==> src/rtl/receiver.sv <==
// ---------------------------------------------------------------------------
// receiver -- asynchronous serial (UART-style) byte receiver, 8N1 framing.
//
// Frame: 1 start bit (0), 8 data bits LSB first, 1 stop bit (1), no parity.
// Each bit lasts SIGNAL_DURATION+1 clock cycles. The line is sampled near
// the middle of every bit after a 2-flop synchronizer.
//
// Parameters
//   SIGNAL_DURATION  clock cycles per bit minus one (minimum 1)
//
// Ports
//   clk_i equivalent: clk          single clock, rising edge
//   rst                            synchronous active-high reset
//   RxD                            asynchronous serial input, idle high
//   RxD_data    [7:0]              last correctly framed byte
//   data_ready                     one-cycle pulse when RxD_data updates
//   frame_error                    one-cycle pulse on a bad (low) stop bit
//   rx_busy                        high whenever the receiver is not idle
// ---------------------------------------------------------------------------
module receiver #(
   parameter int unsigned SIGNAL_DURATION = 433
) (
   input  logic       clk,
   input  logic       rst,
   input  logic       RxD,
   output logic [7:0] RxD_data,
   output logic       data_ready,
   output logic       frame_error,
   output logic       rx_busy
);

   localparam int unsigned CW   = (SIGNAL_DURATION < 1) ? 1 : $clog2(SIGNAL_DURATION + 1);
   localparam int unsigned HALF = SIGNAL_DURATION / 2;

   localparam logic [CW-1:0] HALF_C = CW'(HALF);
   localparam logic [CW-1:0] FULL_C = CW'(SIGNAL_DURATION);

   typedef enum logic [2:0] {
      S_IDLE  = 3'd0,
      S_START = 3'd1,
      S_DATA  = 3'd2,
      S_STOP  = 3'd3,
      S_BREAK = 3'd4
   } state_t;

   state_t      state_q, state_d;
   logic [CW-1:0] cnt_q, cnt_d;
   logic [2:0]  bit_q, bit_d;
   logic [7:0]  shift_q, shift_d;
   logic [7:0]  data_q, data_d;
   logic        dr_q, dr_d;
   logic        fe_q, fe_d;
   logic        sync1_q, sync2_q;
   logic        rx;

   // Two-flop synchronizer; both stages reset to the idle (high) level so
   // reset release never looks like a start bit.
   always_ff @(posedge clk) begin
      if (rst) begin
         sync1_q <= 1'b1;
         sync2_q <= 1'b1;
      end else begin
         sync1_q <= RxD;
         sync2_q <= sync1_q;
      end
   end

   assign rx = sync2_q;

   always_ff @(posedge clk) begin
      if (rst) begin
         state_q <= S_IDLE;
         cnt_q   <= '0;
         bit_q   <= '0;
         shift_q <= '0;
         data_q  <= '0;
         dr_q    <= 1'b0;
         fe_q    <= 1'b0;
      end else begin
         state_q <= state_d;
         cnt_q   <= cnt_d;
         bit_q   <= bit_d;
         shift_q <= shift_d;
         data_q  <= data_d;
         dr_q    <= dr_d;
         fe_q    <= fe_d;
      end
   end

   always_comb begin
      state_d = state_q;
      cnt_d   = cnt_q;
      bit_d   = bit_q;
      shift_d = shift_q;
      data_d  = data_q;
      dr_d    = 1'b0;
      fe_d    = 1'b0;

      unique case (state_q)
         S_IDLE: begin
            if (!rx) begin
               state_d = S_START;
               cnt_d   = '0;
            end
         end

         // Wait half a bit, then confirm the start bit is still low; a high
         // line here was a glitch and is dropped silently.
         S_START: begin
            if (cnt_q == HALF_C) begin
               cnt_d   = '0;
               bit_d   = '0;
               state_d = rx ? S_IDLE : S_DATA;
            end else begin
               cnt_d = cnt_q + 1'b1;
            end
         end

         // From the start-bit midpoint, each full bit period lands on the
         // next bit's midpoint.
         S_DATA: begin
            if (cnt_q == FULL_C) begin
               cnt_d   = '0;
               shift_d = {rx, shift_q[7:1]};
               if (bit_q == 3'd7) begin
                  bit_d   = '0;
                  state_d = S_STOP;
               end else begin
                  bit_d = bit_q + 3'd1;
               end
            end else begin
               cnt_d = cnt_q + 1'b1;
            end
         end

         S_STOP: begin
            if (cnt_q == FULL_C) begin
               cnt_d = '0;
               if (rx) begin
                  data_d  = shift_q;
                  dr_d    = 1'b1;
                  state_d = S_IDLE;
               end else begin
                  fe_d    = 1'b1;
                  state_d = S_BREAK;
               end
            end else begin
               cnt_d = cnt_q + 1'b1;
            end
         end

         // A low stop bit may be a line break; wait for the line to return
         // high so the held-low level is not taken as a new start bit.
         S_BREAK: begin
            if (rx) begin
               state_d = S_IDLE;
            end
         end

         default: begin
            state_d = S_IDLE;
         end
      endcase
   end

   assign RxD_data    = data_q;
   assign data_ready  = dr_q;
   assign frame_error = fe_q;
   assign rx_busy     = (state_q != S_IDLE);

endmodule

==> config.mk <==
export PLATFORM = sky130hd
export DESIGN_NAME = receiver
export DESIGN_NICKNAME = d
export VERILOG_FILES = /design/src/rtl/receiver.sv
export SDC_FILE = /design/constraint.sdc
export NUM_CORES = 1
export LEC_CHECK = 0
export ABC_AREA = 1
export BUFFER_PORTS_ARGS = -buffer_cell sky130_fd_sc_hd__buf_2
export CAP_MARGIN = 5
export CORE_AREA = 2 2 56 58
export DETAILED_ROUTE_END_ITERATION = 10
export DIE_AREA = 0 0 58 60
export PLACE_DENSITY = 0.78
export SKIP_CTS_REPAIR_TIMING = 1
export SLEW_MARGIN = 10
export SYNTH_ARGS = -nofsm -noshare
export SYNTH_HDL_FRONTEND = slang
export SYNTH_SLANG_ARGS = --single-unit
==> constraint.sdc <==
create_clock -name clk -period 4.3 [get_ports clk]
set_input_delay 0.43 -clock clk [delete_from_list [all_inputs] [get_ports clk]]
set_output_delay 0.43 -clock clk [all_outputs]
set_load 0.02 [all_outputs]
==> run summary <==
Across the VDD grid, the largest voltage drop is 0.000267 V. Data on the critical path arrives at its endpoint at 1.14 ns. The final core utilization is 0.610. For the final number of max-transition violations, the log shows 0. The area of combinational cells with multiple inputs came out at 781 sq um. Wires add up to 2.90 mm. The detailed router placed 1,322 vias in this run. After layout, the minimum clock period comes to 1.57 ns.

Setup repair after global routing left no endpoint under its margin. The largest fanout on the critical path came out at 5. After synthesis the netlist holds a flip-flop and latch count of 35.

For the worst-skew pair, the clock arrives at the later sink with an insertion delay of 0.35 ns. The longest clock path from root to sink contains 2 buffers. Number of cell rows: 20. The total global routing track utilization came out at 0.190. The synthesized area per cell works out to 7.59 sq um.

TritonCTS built the clock tree. The tools report the starting density of the core as 0.568. The data required time at the worst endpoint came out at 3.87 ns. At the end of routability-driven placement, the weighted congestion stood at 0.853. Final count of hold timing violations: 0. Critical path startpoint category: a flip-flop. Setup violations remaining at the end of the flow were counted as 0. The die width works out to 58 microns. The sequential cells in the finished layout cover a total of 701 sq um. The tools report the synthesis warning total as 0. Once detailed placement completed, the half-perimeter wirelength came to 2.14 mm. The logs give 0 for the number of antenna violations at the first check in global routing and 14 for the number of ports placed on the die boundary.

The most common library cell in the layout ignoring fill and taps was sky130_fd_sc_hd__dfxtp_1. Fill cells in the final layout number 269. The run finished with clean final reports. In this run the power density over the cells is 463 nW/um^2. The post-placement worst setup slack is 2.76 ns, and the die span in y is 60 microns. Across the routed clock network, the largest skew measured is 0.00364 ns. The number of distinct library cells after synthesis came out at 29.

Worst reg-to-reg setup slack: 2.75 ns. Synthesis produced a netlist with a net count of 225. The logs give 0 for the sum of overflow across all layers after global routing and 240 for the number of nets in the finished design.

In this run the remaining antenna-violating nets after routing total 0. The run gives 0.820 mW as the post-route total power. For this run, design rule violations remaining after detail routing come to 0. The share of the clock period used by the worst path works out to 0.365. The number of global-route vias before repair came out at 1,169. Adding up every negative setup slack in the final design gives 0 ns. Clock-pin slew was measured on the worst setup and hold paths at 0.10 ns. The path class of the tightest hold or removal check is in -> reg.

The die covers 3480 sq um. The run gives 0.626 as the max-slew headroom at the worst pin. The logs give 0.819 nW for the static power due to leakage and 2900 sq um for the core outline area. Entering global routing, the biggest net connects 22 pins. After the first detailed-routing iteration, the DRC count stood at 53. The tools report the instance count of the mapped netlist as 217. The tools report the root buffer cell as sky130_fd_sc_hd__clkbuf_4. The number of buffers inserted during clock tree synthesis came out at 5. The actual transition at the worst max-transition pin is 0.561 ns. The kind of capture point of the worst setup path was an output port. The layout cell share with drive strength beyond 1 is 0.176.

The run gives 2.73 ns as the final critical-path setup slack. The share of synthesized area occupied by flip-flops and latches was 0.425. Max capacitance violation total: 0.

The critical path is of the reg -> out type. The detail-routed via count per cell is 4.97. After detailed routing, the average wire length per cell comes to 10.9 microns.

The logs give 0.637 GHz for the maximum achievable frequency and 4 for the number of detailed-routing iterations run before antenna repair. The mapped netlist covers 1650 sq um. The first global-routing pass estimated 4.96 mm of wire. The top cell types in the final layout, fill and taps aside, are sky130_fd_sc_hd__dfxtp_1 (35), sky130_fd_sc_hd__nand2_1 (34), sky130_fd_sc_hd__inv_1 (30), sky130_fd_sc_hd__nor2_1 (25), sky130_fd_sc_hd__a21oi_1 (18).

The count of buffers added on input and output ports is 13. The repair_antennas step left the layout with diodes totalling 0. The H-tree generated during clock tree synthesis spans 2 levels. The layout overhead on the synthesized area is 7.44%. Total number of clock tree sinks: 35.
[routing by layer]
| layer | part of all wire | track usage | vias to the layer above |
|---|---|---|---|
| met2 | 0.46 | 0.300 | 18 |
| li1 | - | - | 717 |
| met5 | 0 | 0 | - |
| met1 | 0.49 | 0.238 | 580 |
| met4 | 0.025 | 0.120 | 0 |
| met3 | 0.029 | 0.0390 | 7 |
[logic make-up (layout without fill, tap and decap cells)]
kind of cell	count (synthesis)	count (layout)	synth area share
and+or+nand+nor	94	94	0.277
xor gates and xnor gates	3	3	0.0159
buffers and inverters	38	54	0.101
adders and majority gates	5	5	0.0380
AOI/OAI and AO/OA	42	42	0.143
DFF	35	35	0.425
[sequential cells by signal, summed over array words and instances (netlist names)]
name,flops
frame_error,1
data_ready,1
bit_q,3
cnt_q,9
RxD_data,8
state_q,3
sync1_q,1
rx,1
shift_q,8
[path summary, 6_finish.rpt]
kind,start,to,depth (start not counted)
setup / recovery,state_q[1],rx_busy,3
hold / removal,RxD,sync1_q,2
setup reg to reg,cnt_q[1],cnt_q[7],9
hold reg to reg,sync1_q,rx,1
[power by group]
part | switching [mW] | internal, mW
Combinational | 0.185 | 0.0887
Sequential | 0.0251 | 0.345
Clock | 0.113 | 0.0630
Total | 0.324 | 0.496
[critical path, stage by stage, from the launching register on]
cell and delay, ns:
sky130_fd_sc_hd__dfxtp_1 0.37, sky130_fd_sc_hd__nor2_2 0.20, sky130_fd_sc_hd__nand2_1 0.07, sky130_fd_sc_hd__buf_2 0.16
[metrics by stage]
| stage | cells | area, sq um | hold WS [ns] |
|---|---|---|---|
| 2_1_floorplan | 217 | 1650 | 0.389 |
| 3_3_place_gp | 258 | 1720 | 0.394 |
| 3_5_place_dp | 258 | 1720 | 0.400 |
| 4_1_cts | 266 | 1770 | 0.247 |
| 5_1_grt | 266 | 1770 | 0.266 |
| 6_report | 266 | 1770 | 0.257 |
[cells in the mapped netlist (all sizes together)]
| library cell | n | share of area |
|---|---|---|
| nand4 | 4 | 0.015 |
| o21ai | 21 | 0.068 |
| nand3 | 15 | 0.049 |
| or2 | 2 | 0.0076 |
| inv | 32 | 0.073 |
| nand2 | 41 | 0.11 |
| nor3 | 3 | 0.0091 |
| o21bai | 1 | 0.0046 |
| buf | 4 | 0.020 |
| clkbuf | 1 | 0.0023 |
| clkinv | 1 | 0.0053 |
| nor2 | 29 | 0.084 |
| xor2 | 3 | 0.016 |
| ha | 5 | 0.038 |
| a21oi | 20 | 0.070 |
| dfxtp | 35 | 0.43 |
[area by class of cell]
| cell class | count | share of cell area |
|---|---|---|
| sequential | 35 | 0.396 |
| tap | 33 | 0.0233 |
| clock inverter | 2 | 0.00707 |
| clock buffer | 6 | 0.0233 |
| inverter | 33 | 0.0728 |
| timing repair buffer | 13 | 0.0367 |
| multi-input combinational | 144 | 0.441 |
Note: power is estimated with default switching activity, not from simulation.
